## src/rtl/panda_pcomp_gen2.sv

```systemverilog
// panda_pcomp_gen2: second-generation position-compare pulse generator.
// A train of pulses is generated as a signed position crosses a sequence of
// compare points (START, START+-STEP, ...). Each pulse lasts WIDTH position units.
// The direction is positive, negative, or latched at the first pre-arm crossing.
// Configuration errors and target overflows raise a sticky err_o.
// Optional macro PANDA_PCOMP_GEN2_COUNT_EN adds a cnt_o port. cnt_o gives the
// number of pulses emitted since the last arm.
module panda_pcomp_gen2 #(
  parameter int POSN_WIDTH = 32,
  parameter int NUM_WIDTH  = 32
) (
  input  logic                  clk_i,
  input  logic                  reset_n_i,
  input  logic                  enable_i,
  input  logic [POSN_WIDTH-1:0] posn_i,
  input  logic [POSN_WIDTH-1:0] START,
  input  logic [POSN_WIDTH-1:0] STEP,
  input  logic [POSN_WIDTH-1:0] WIDTH,
  input  logic [NUM_WIDTH-1:0]  NUM,
  input  logic                  RELATIVE,
  input  logic [1:0]            DIR,
  input  logic [POSN_WIDTH-1:0] DELTAP,
  output logic                  act_o,
  output logic                  pulse_o,
`ifdef PANDA_PCOMP_GEN2_COUNT_EN
  output logic [NUM_WIDTH-1:0]  cnt_o,
`endif
  output logic                  err_o
);

  // Two guard bits let target arithmetic run without wrapping, so an
  // out-of-range target can be detected rather than silently aliased.
  localparam int XW = POSN_WIDTH + 2;
  localparam logic [NUM_WIDTH-1:0] CNT_ONE = {{(NUM_WIDTH-1){1'b0}}, 1'b1};

  typedef enum logic [2:0] {
    ST_IDLE     = 3'd0,
    ST_PREARM   = 3'd1,
    ST_WAIT_PT  = 3'd2,
    ST_PULSE_HI = 3'd3,
    ST_DONE     = 3'd4,
    ST_ERROR    = 3'd5
  } state_t;

  // True when an extended value is representable in POSN_WIDTH signed bits.
  function automatic logic fits_posn(input logic [XW-1:0] v);
    return (v[XW-1:POSN_WIDTH-1] == {3{v[POSN_WIDTH-1]}});
  endfunction

  state_t                   state_q, state_d;
  logic                     en_q;
  logic                     act_q, act_d;
  logic                     pulse_q, pulse_d;
  logic                     err_q, err_d;
  logic signed [XW-1:0]     tgt_q, tgt_d;
  logic signed [XW-1:0]     edge_q, edge_d;
  logic [POSN_WIDTH-1:0]    step_q, step_d;
  logic [POSN_WIDTH-1:0]    width_q, width_d;
  logic [POSN_WIDTH-1:0]    deltap_q, deltap_d;
  logic [NUM_WIDTH-1:0]     num_q, num_d;
  logic [1:0]               dir_q, dir_d;
  logic                     neg_q, neg_d;
  logic [NUM_WIDTH-1:0]     cnt_q, cnt_d;
  logic                     tovf_q, tovf_d;

  logic                     rise_s, fall_s;
  logic signed [XW-1:0]     posn_x_s, start_x_s, origin_x_s, arm_tgt_s;
  logic signed [XW-1:0]     step_x_s, width_x_s, deltap_x_s;
  logic signed [XW-1:0]     next_tgt_s, next_edge_s, pre_lo_s, pre_hi_s;
  logic                     cfg_err_s;
  logic                     reached_tgt_s, reached_edge_s, passed_next_s;
  logic                     below_s, above_s;
  logic [NUM_WIDTH-1:0]     cnt_inc_s;
  logic                     last_pulse_s, done_s;

  assign rise_s     = enable_i & ~en_q;
  assign fall_s     = ~enable_i & en_q;

  assign posn_x_s   = {{2{posn_i[POSN_WIDTH-1]}}, posn_i};
  assign start_x_s  = {{2{START[POSN_WIDTH-1]}}, START};
  assign origin_x_s = RELATIVE ? posn_x_s : {XW{1'b0}};
  assign arm_tgt_s  = origin_x_s + start_x_s;

  assign step_x_s   = {2'b00, step_q};
  assign width_x_s  = {2'b00, width_q};
  assign deltap_x_s = {2'b00, deltap_q};

  assign cfg_err_s  = (WIDTH == {POSN_WIDTH{1'b0}}) ||
                      ((STEP == {POSN_WIDTH{1'b0}}) && (NUM != CNT_ONE)) ||
                      ((STEP != {POSN_WIDTH{1'b0}}) && (WIDTH >= STEP)) ||
                      (DIR == 2'd3);

  // Pre-arm thresholds: the position must first be DELTAP behind START.
  assign pre_lo_s   = tgt_q - deltap_x_s;
  assign pre_hi_s   = tgt_q + deltap_x_s;
  assign below_s    = (posn_x_s <= pre_lo_s);
  assign above_s    = (posn_x_s >= pre_hi_s);

  // Direction-aware compare results, i.e. s*(posn - x) >= 0.
  assign next_tgt_s     = neg_q ? (tgt_q - step_x_s)  : (tgt_q + step_x_s);
  assign next_edge_s    = neg_q ? (tgt_q - width_x_s) : (tgt_q + width_x_s);
  assign reached_tgt_s  = neg_q ? (posn_x_s <= tgt_q)      : (posn_x_s >= tgt_q);
  assign reached_edge_s = neg_q ? (posn_x_s <= edge_q)     : (posn_x_s >= edge_q);
  assign passed_next_s  = neg_q ? (posn_x_s <= next_tgt_s) : (posn_x_s >= next_tgt_s);

  // Saturating count; only NUM=0 can actually drive it to the ceiling.
  assign cnt_inc_s    = (cnt_q == {NUM_WIDTH{1'b1}}) ? cnt_q : (cnt_q + CNT_ONE);
  assign last_pulse_s = (num_q != {NUM_WIDTH{1'b0}}) && (cnt_inc_s == num_q);
  assign done_s       = (num_q != {NUM_WIDTH{1'b0}}) && (cnt_q == num_q);

  // State, configuration snapshot and registered outputs.
  always_ff @(posedge clk_i) begin
    if (!reset_n_i) begin
      state_q  <= ST_IDLE;
      en_q     <= 1'b0;
      act_q    <= 1'b0;
      pulse_q  <= 1'b0;
      err_q    <= 1'b0;
      tgt_q    <= {XW{1'b0}};
      edge_q   <= {XW{1'b0}};
      step_q   <= {POSN_WIDTH{1'b0}};
      width_q  <= {POSN_WIDTH{1'b0}};
      deltap_q <= {POSN_WIDTH{1'b0}};
      num_q    <= {NUM_WIDTH{1'b0}};
      dir_q    <= 2'd0;
      neg_q    <= 1'b0;
      cnt_q    <= {NUM_WIDTH{1'b0}};
      tovf_q   <= 1'b0;
    end else begin
      state_q  <= state_d;
      en_q     <= enable_i;
      act_q    <= act_d;
      pulse_q  <= pulse_d;
      err_q    <= err_d;
      tgt_q    <= tgt_d;
      edge_q   <= edge_d;
      step_q   <= step_d;
      width_q  <= width_d;
      deltap_q <= deltap_d;
      num_q    <= num_d;
      dir_q    <= dir_d;
      neg_q    <= neg_d;
      cnt_q    <= cnt_d;
      tovf_q   <= tovf_d;
    end
  end

  // Next-state and next-output logic for the compare sequencer.
  always_comb begin
    state_d  = state_q;
    act_d    = act_q;
    pulse_d  = pulse_q;
    err_d    = err_q;
    tgt_d    = tgt_q;
    edge_d   = edge_q;
    step_d   = step_q;
    width_d  = width_q;
    deltap_d = deltap_q;
    num_d    = num_q;
    dir_d    = dir_q;
    neg_d    = neg_q;
    cnt_d    = cnt_q;
    tovf_d   = tovf_q;

    case (state_q)
      ST_IDLE: begin
        act_d   = 1'b0;
        pulse_d = 1'b0;
        if (rise_s) begin
          err_d    = 1'b0;
          step_d   = STEP;
          width_d  = WIDTH;
          deltap_d = DELTAP;
          num_d    = NUM;
          dir_d    = DIR;
          neg_d    = (DIR == 2'd1);
          tgt_d    = arm_tgt_s;
          cnt_d    = {NUM_WIDTH{1'b0}};
          tovf_d   = 1'b0;
          if (cfg_err_s || !fits_posn(arm_tgt_s)) begin
            err_d   = 1'b1;
            state_d = ST_ERROR;
          end else begin
            act_d   = 1'b1;
            state_d = ST_PREARM;
          end
        end else begin
          state_d = ST_IDLE;
        end
      end

      ST_PREARM: begin
        if (fall_s) begin
          act_d   = 1'b0;
          pulse_d = 1'b0;
          state_d = ST_IDLE;
        end else begin
          case (dir_q)
            2'd0: begin
              if (below_s) begin
                neg_d   = 1'b0;
                state_d = ST_WAIT_PT;
              end else begin
                state_d = ST_PREARM;
              end
            end
            2'd1: begin
              if (above_s) begin
                neg_d   = 1'b1;
                state_d = ST_WAIT_PT;
              end else begin
                state_d = ST_PREARM;
              end
            end
            2'd2: begin
              // Positive wins when both thresholds coincide (DELTAP=0).
              if (below_s) begin
                neg_d   = 1'b0;
                state_d = ST_WAIT_PT;
              end else if (above_s) begin
                neg_d   = 1'b1;
                state_d = ST_WAIT_PT;
              end else begin
                state_d = ST_PREARM;
              end
            end
            default: begin
              act_d   = 1'b0;
              err_d   = 1'b1;
              state_d = ST_ERROR;
            end
          endcase
        end
      end

      ST_WAIT_PT: begin
        if (fall_s) begin
          act_d   = 1'b0;
          pulse_d = 1'b0;
          state_d = ST_IDLE;
        end else if (reached_tgt_s) begin
          if (!fits_posn(next_edge_s) || (!last_pulse_s && passed_next_s)) begin
            act_d   = 1'b0;
            pulse_d = 1'b0;
            err_d   = 1'b1;
            state_d = ST_ERROR;
          end else begin
            // An out-of-range next target only matters if another pulse follows.
            pulse_d = 1'b1;
            cnt_d   = cnt_inc_s;
            edge_d  = next_edge_s;
            tgt_d   = next_tgt_s;
            tovf_d  = !fits_posn(next_tgt_s);
            state_d = ST_PULSE_HI;
          end
        end else begin
          state_d = ST_WAIT_PT;
        end
      end

      ST_PULSE_HI: begin
        if (fall_s) begin
          act_d   = 1'b0;
          pulse_d = 1'b0;
          state_d = ST_IDLE;
        end else if (reached_edge_s) begin
          pulse_d = 1'b0;
          if (done_s) begin
            act_d   = 1'b0;
            state_d = ST_DONE;
          end else if (reached_tgt_s || tovf_q) begin
            act_d   = 1'b0;
            err_d   = 1'b1;
            state_d = ST_ERROR;
          end else begin
            state_d = ST_WAIT_PT;
          end
        end else begin
          state_d = ST_PULSE_HI;
        end
      end

      ST_DONE: begin
        act_d   = 1'b0;
        pulse_d = 1'b0;
        if (!enable_i) begin
          state_d = ST_IDLE;
        end else begin
          state_d = ST_DONE;
        end
      end

      ST_ERROR: begin
        act_d   = 1'b0;
        pulse_d = 1'b0;
        err_d   = 1'b1;
        if (!enable_i) begin
          state_d = ST_IDLE;
        end else begin
          state_d = ST_ERROR;
        end
      end

      default: begin
        act_d   = 1'b0;
        pulse_d = 1'b0;
        state_d = ST_IDLE;
      end
    endcase
  end

  assign act_o   = act_q;
  assign pulse_o = pulse_q;
  assign err_o   = err_q;
`ifdef PANDA_PCOMP_GEN2_COUNT_EN
  assign cnt_o   = cnt_q;
`endif

endmodule

```

## config.mk

```make
export PLATFORM = sky130hd
export DESIGN_NAME = panda_pcomp_gen2
export DESIGN_NICKNAME = d
export VERILOG_FILES = /design/src/rtl/panda_pcomp_gen2.sv
export SDC_FILE = /design/constraint.sdc
export NUM_CORES = 1
export LEC_CHECK = 0
export CORE_MARGIN = 2
export CORE_UTILIZATION = 55
export CTS_CLUSTER_DIAMETER = 120
export DETAILED_ROUTE_END_ITERATION = 16
export PLACE_DENSITY = 0.85
export SLEW_MARGIN = 10
export SYNTH_ARGS = -nofsm -noshare
export SYNTH_HDL_FRONTEND = slang
export SYNTH_SLANG_ARGS = --single-unit
```

## constraint.sdc

```tcl
create_clock -name clk_i -period 5.9 [get_ports clk_i]
set_input_delay 1.18 -clock clk_i [delete_from_list [all_inputs] [get_ports clk_i]]
set_output_delay 1.18 -clock clk_i [all_outputs]
set_load 0.02 [all_outputs]
```

[After elaboration in Yosys (flattened, before gate mapping)]
Cells that the tools add are included.
Operators by class
  reductions and logical operators: 32
  add/sub/neg operators: 8
  bitwise operators: 6
  $lt $le $gt $ge: 9
  multiplexer cells: 77
  equal/unequal tests: 35
Operator list (number)
  34-bit two-way mux: 7
  32-bit two-way mux: 5
  32-bit by 34-bit >= comparator with 1-bit output: 4
  32-bit by 34-bit less-or-equal comparator with 1-bit output: 4
  34-bit by 33-bit adder with 34-bit output: 3
  34-bit by 33-bit subtractor with 34-bit output: 3
  34-bit case mux with 2 select lines: 1
  32-bit equality test: 2
  32-bit logical NOT: 2
  32-bit case mux with 2 select lines: 1
  32-bit nonzero test: 2
  1-bit two-way mux: 40
  3-bit two-way mux: 13
  34-bit by 32-bit adder with 34-bit output: 1
  32-bit by 1-bit adder with 32-bit output, second input constant: 1
  32-bit equality test, second input constant: 1
  32-bit >= comparator: 1
  32-bit by 1-bit != test with 1-bit output, second input constant: 1
  2-bit != test, second input constant: 12
  3-bit case mux with 6 select lines: 1
  3-bit != test, second input constant: 5
  5-bit AND reduction: 3
  11-bit AND reduction: 1
  3-bit case mux with 3 select lines: 1
  other kinds (26): 52
Word-level totals
  flip-flop bits (word level): 239
  word-level logic and storage cells: 182
  input port bits: 198
  output and inout port bits: 3

[Longest topological paths before layout]
  depth after elaboration: 11
  gate-level depth with buffers: 32
  depth with buffers taken out: 30

[Least setup slack after synthesis]
No wires, ideal clock.
  path kind: register -> register
  start: register neg_q
  end: register tgt_q[10]
  arrival time: 6.464 ns
  period minus slack after synthesis: 6.550 ns
  path buffers: 5
  required time: 5.814 ns
  setup slack: -0.650 ns
  setup time: 0.086 ns
  cell stages (with the launch flop): 29
  cell sequence: dfxtp_1 -> clkbuf_1 -> clkbuf_1 -> buf_1 -> mux2i_1 -> ha_1 -> nor2b_1 -> o31a_1 -> o41a_1 -> a21o_1 -> a31oi_1 -> o211ai_1 -> nand2_1 -> o21bai_1 -> a2111oi_0 -> ha_1 -> a211o_1 -> a211oi_1 -> o31ai_1 -> a21oi_1 -> a21oi_1 -> a22oi_1 -> o221a_2 -> o211ai_2 -> nand2_2 -> buf_2 -> buf_1 -> a211oi_1 -> a211oi_1
On the way
  cells in the longest elaborated chain, start to end: 7
  elaborated cells on any way between the ends: 17
  those cells by class: order compare: 2; eq/ne: 3; mux: 8; reduce/logical: 4
Ends and longest elaborated chain
  from (decl): line 62  | logic neg_q, neg_d;
  from (signal assigned): line 142  | neg_q <= neg_d;
  34-bit two-way mux: line 100  | assign next_tgt_s = neg_q ? (tgt_q - step_x_s) : (tgt_q + step_x_s);
  32-bit by 34-bit >= comparator with 1-bit output or 32-bit by 34-bit less-or-equal comparator with 1-bit output (tied branches): line 104  | assign passed_next_s = neg_q ? (posn_x_s <= next_tgt_s) : (posn_x_s >= next_tgt_s);
  1-bit two-way mux: line 104
  1-bit logical AND: line 242  | if (!fits_posn(next_edge_s) || (!last_pulse_s && passed_next_s)) begin
  1-bit logical OR: line 242
  2-bit != test (no line)
  5-bit AND reduction (no line)
  to (signal assigned): line 119  | tgt_q <= {XW{1'b0}};
  to (signal assigned): line 135  | tgt_q <= tgt_d;
  to (decl): line 55  | logic signed [XW-1:0] tgt_q, tgt_d;
Several ways; a longest one is shown, not always the timed one. The select of a mux whose other input is x is not followed.
A chain may end at the register's enable or synchronous reset.

[Final worst setup path]
  start: register step_q[3]
  end: register cnt_q[23]
On the way
  cells in the longest elaborated chain, start to end: 8
  elaborated cells on any way between the ends: 10
  those cells by class: add/sub: 2; order compare: 2; eq/ne: 1; mux: 2; reduce/logical: 3
Ends and longest elaborated chain
  from (decl): line 57  | logic [POSN_WIDTH-1:0] step_q, step_d;
  from (signal assigned): line 121  | step_q <= {POSN_WIDTH{1'b0}};
  from (signal assigned): line 137  | step_q <= step_d;
  34-bit by 33-bit adder with 34-bit output or 34-bit by 33-bit subtractor with 34-bit output (tied branches): line 100
  34-bit two-way mux *: line 100
  32-bit by 34-bit >= comparator with 1-bit output or 32-bit by 34-bit less-or-equal comparator with 1-bit output (tied branches): line 104
  1-bit two-way mux *: line 104
  1-bit logical AND *: line 242
  1-bit logical OR *: line 242
  2-bit != test (no line) *
  5-bit AND reduction (no line) *
  to (signal assigned): line 127  | cnt_q <= {NUM_WIDTH{1'b0}};
  to (signal assigned): line 143  | cnt_q <= cnt_d;
  to (decl): line 63  | logic [NUM_WIDTH-1:0] cnt_q, cnt_d;
Mark *: on every way between the ends. The rest lies on a longest branch, timed or not.

==> results.md <==
* Number of ports placed on the die boundary at 201
* Syn-to-layout area delta at 25.54%
* Worst reg2reg path depth at 30
* Top post-synthesis cells by count: sky130_fd_sc_hd__nand2_1 (399), sky130_fd_sc_hd__a21oi_1 (381), sky130_fd_sc_hd__ha_1 (369), sky130_fd_sc_hd__nor2_1 (259), sky130_fd_sc_hd__dfxtp_1 (239)
* Clock latency reported for the late side of the worst-skew pair at 590 ps
* Final setup fails at 106
* Post-route clock period utilization at 112.2%
* CP Max Fanout at 5
* Sequential cell area at 0.004790 mm²
* Worst Slack Setup Final at -717.7 ps
* Internal power at 7.960 mW
* Setup repair after global routing missed its margin: true
* CTS tree: yes
* Switching portion of total power at 46.54%
* Parity-gate share of the synthesized area counting xor and xnor cells at 8.888%
* ANT cells at 0
* Global-route wire length before repair at 139.7 mm
* Syn. warnings at 0
* Final Hold Violating Endpoints at 0
* Destination of the worst register-to-register timing path: cnt_q[23]
* Max incr delay on CP at 490 ps
* Overall die area at 0.04825 mm²
* Effective utilization at floorplan at 55.29%
* TritonCTS buffer count at 29
* Cells after synthesis at 3,431
* Crit path time final at 6618 ps
* Tot GR Track Use at 36.55%
* Dominant cell type by area after synthesis: sky130_fd_sc_hd__dfxtp_1
* Synthesized-area fraction occupied by ao, oa, aoi and oai cells at 24.96%
* Total congestion overflow after global routing at 0
* Launching element type of the critical path: register
* Post-synth net total at 4,003
* Detail-routed via count per cell at 6.276
* Dominant synthesized flop cell: sky130_fd_sc_hd__dfxtp_1
* DP Wirelength at 69.82 mm
* Area of the placeable core at 0.04626 mm²
* Number of hold buffers added after cts at 0
* Family with the most delay on the worst path: compound AO/OA/AOI/OAI gates
* Buffers from clock root to sink, at most at 3
* Dominant cell by count in the synthesized netlist: sky130_fd_sc_hd__nand2_1
* Number of antenna violations at the first check in global routing at 3
* Leakage power of the design at 14.19 nW
* Post-detailed-route DRC marker count at 0
* Beginning of the worst register-to-register path: step_q[3]
* Failing checks: negative setup slack
* Seq/Total Area, Yosys at 18.71%
* Dpl cells at 4,356
* Cell area after synthesis at 0.02558 mm²
* Async S/R FF share, synth at 0%
* Worst-case setup slack after placement at -692.3 ps
* Power density over the cells at 463.7 mW/mm²
* Area share of the largest cell type after synthesis at 18.71%
* Total wire length at 91.54 mm
* Fin Clk Skew at 17.22 ps
* Nets at 4,393
* Worst setup endpoint: cnt_q[23]
* Crit path depth at 30
* Post-CTS clock slew at the launch and capture registers of the worst setup and hold paths at 60 ps
* Launch point of the worst path: step_q[3]
* Vias in the first global route at 25,870
* Post-synth EDFFs at 0
* Worst hold path type: register to register
* Post-synthesis average cell area at 7.455 µm²
* Final-layout fill cell count at 3,760
* Slew Viols, Final at 0
* Dominant combinational cell family by area after synthesis: compound AO/OA/AOI/OAI gates
* Worst-margin pin slew at 1156 ps
* Number of nets still failing antenna checks after routing at 0
* Detailed-routing iteration count for the pre-antenna-repair pass at 9
* Status: finished with violations
* Die span in y at 219.7 µm
* Rel. slew slack at 22.12%
* Count of vias placed by the detailed router at 27,920
* Number of sinks on the clock net at 239
* Iter 0 DRT Violations at 3,207
* Cell variety after synth at 89
* Multiplexer fraction of the synthesized cell area at 1.575%
* Endpoint kind of the worst setup timing path: register
* Avg WL per Cell at 20.58 µm
* Gate power share at 73.0%
* Multi-input combinational cell area at 0.02009 mm²
* VDD IR-drop max at 0.0003278 V
* Library cell contributing the largest single delay on the critical path: sky130_fd_sc_hd__or4_4
* Worst setup slack for register-to-register paths at -720 ps
* Share of layout cells above drive strength 1 at 13.51%
* Post-Synth Adder-Cell Area at 18.44%
* Input/output buffers at 200
* Routability Congestion at 1.025
* Critical path type: register to register
* Synth top area cells: sky130_fd_sc_hd__dfxtp_1 (19%), sky130_fd_sc_hd__ha_1 (18%), sky130_fd_sc_hd__a21oi_1 (7.5%)
* # Max-Cap Violations at 0
* CTS Root Buffer Type: sky130_fd_sc_hd__clkbuf_16
* Sequential share of power at 14.4%
* Die Span X at 219.7 µm
* Total buffers and inverters traversed by the critical path at 5
* Maximum number of pins on one net before global-route repair at 135
* Signal arrival time at the worst endpoint at 7090 ps
* Clock group share of total power at 12.5%
* Utilization after layout at 69.41%
* Max Fclk at 151.1 MHz
* Number of non-filler instances in the completed layout at 4,448
* Maximum level of the CTS H-tree at 1
* Power dissipated by switching net loads at 6.930 mW
* Number of cell rows at 79
* Simple logic cell fraction of the synthesized area at 21.81%
* CP Data Required Time at 6370 ps
* Post-synthesis register bit count at 239
==> sequential cells by signal (all words and copies together), names as in the netlist <==
signal	flops
tgt_q	34
act_o	1
step_q	32
err_o	1
width_q	32
deltap_q	32
cnt_q	32
state_q	3
edge_q	34
neg_q	1
tovf_q	1
en_q	1
num_q	32
pulse_o	1
dir_q	2
==> layout make-up <==
type                       count  area share [%]
clock buffer                  42           2.630
clock inverter                 9          0.3935
inverter                     230           2.704
multi-input combinational   2821           62.55
sequential                   239           14.92
tap                          607           2.365
timing repair buffer         500           14.44
==> metrics by stage <==
step	setup TNS (ps)	area (µm²)	power (mW)	hold WS, ps
2_1_floorplan	-5247	25790	8.515	431.8
3_3_place_gp	-47140	29960	11.63	456.6
3_5_place_dp	-58650	29960	11.85	459.5
4_1_cts	-42320	31740	14.23	466.8
5_1_grt	-85980	32110	15.90	492.1
6_report	-60460	32110	14.89	483.9
==> power by group through the flow <==
stage / Clock [mW] / Combinational (mW) / Sequential (mW)
after CTS: 1.88 / 10.2 / 2.12
after global routing: 1.95 / 11.8 / 2.16
after global placement: 0 / 9.49 / 2.15
final: 1.87 / 10.9 / 2.15
after floorplan: 0 / 6.47 / 2.04
after detailed placement: 0 / 9.70 / 2.15
==> layer usage <==
metal	vias up	track usage (%)	part of all wire, %	wire length (µm)
met4	4	13.11	4.2	3801
met2	1456	56.37	43	39040
li1	13170	-	-	-
met5	-	0	0.029	27
met1	13070	51.01	41	37890
met3	220	6.349	12	10770
==> cells in the final DEF, fill, tap and decap left out, types with 18 or more instances in the layout <==
cell / instances
sky130_fd_sc_hd__nor4_1: 58
sky130_fd_sc_hd__xnor2_1: 175
sky130_fd_sc_hd__o211ai_1: 19
sky130_fd_sc_hd__xor2_1: 78
sky130_fd_sc_hd__o21ai_0: 121
sky130_fd_sc_hd__and2_1: 49
sky130_fd_sc_hd__nand2_1: 394
sky130_fd_sc_hd__clkdlybuf4s50_1: 200
sky130_fd_sc_hd__nor2_1: 254
sky130_fd_sc_hd__nand2b_1: 26
sky130_fd_sc_hd__and3_1: 27
sky130_fd_sc_hd__a31oi_1: 39
sky130_fd_sc_hd__clkbuf_16: 29
sky130_fd_sc_hd__or3_1: 21
sky130_fd_sc_hd__o21a_1: 34
sky130_fd_sc_hd__a211oi_2: 21
sky130_fd_sc_hd__nand3_1: 62
sky130_fd_sc_hd__a21oi_2: 18
sky130_fd_sc_hd__ha_1: 367
sky130_fd_sc_hd__mux2i_1: 36
sky130_fd_sc_hd__inv_1: 225
sky130_fd_sc_hd__a21o_1: 133
sky130_fd_sc_hd__a21oi_1: 362
sky130_fd_sc_hd__o21bai_1: 33
sky130_fd_sc_hd__buf_4: 262
sky130_fd_sc_hd__dfxtp_1: 235
sky130_fd_sc_hd__nor2b_1: 24
sky130_fd_sc_hd__nand4_1: 73
sky130_fd_sc_hd__nor3_1: 59
sky130_fd_sc_hd__a211oi_1: 30
==> worst min path at each step <==
| stage | slack [ps] | cells after the start | endpoint | start |
|---|---|---|---|---|
| final | 480 | 2 | edge_q[31] | edge_q[31] |
| after global routing | 490 | 2 | edge_q[31] | edge_q[31] |
| after detailed placement | 460 | 2 | edge_q[26] | edge_q[26] |
| after floorplan | 430 | 2 | edge_q[26] | edge_q[26] |
| after CTS | 470 | 2 | edge_q[32] | edge_q[32] |
| after global placement | 460 | 2 | edge_q[26] | edge_q[26] |
==> worst reg2reg max path, delay by kind of cell (launching register included) <==
family                   cells  cell delay (ps)
AO/OA/AOI/OAI               15             3100
XOR/XNOR                     2              330
adder cells (fa/ha/maj)      2              610
buffers and inverters        5              750
flip-flops                   1              320
AND/OR/NAND/NOR              6             1390
==> logic make-up after synthesis <==
kind of cell	Yosys count
XOR/XNOR	258
multiplexers	40
buffers and inverters	371
adder cells (fa/ha/maj)	374
AND/OR/NAND/NOR	1153
flip-flops	239
AO/OA/AOI/OAI	996
==> what timing repair did <==
action / in CTS / in global routing
setup buffers: 25 / 13
gates cloned: 9 / 0
gates resized for setup: 87 / 83
pin swaps: 46 / 44
setup endpoints to repair: 106 / 108
Power figures use the tool's default switching activity.
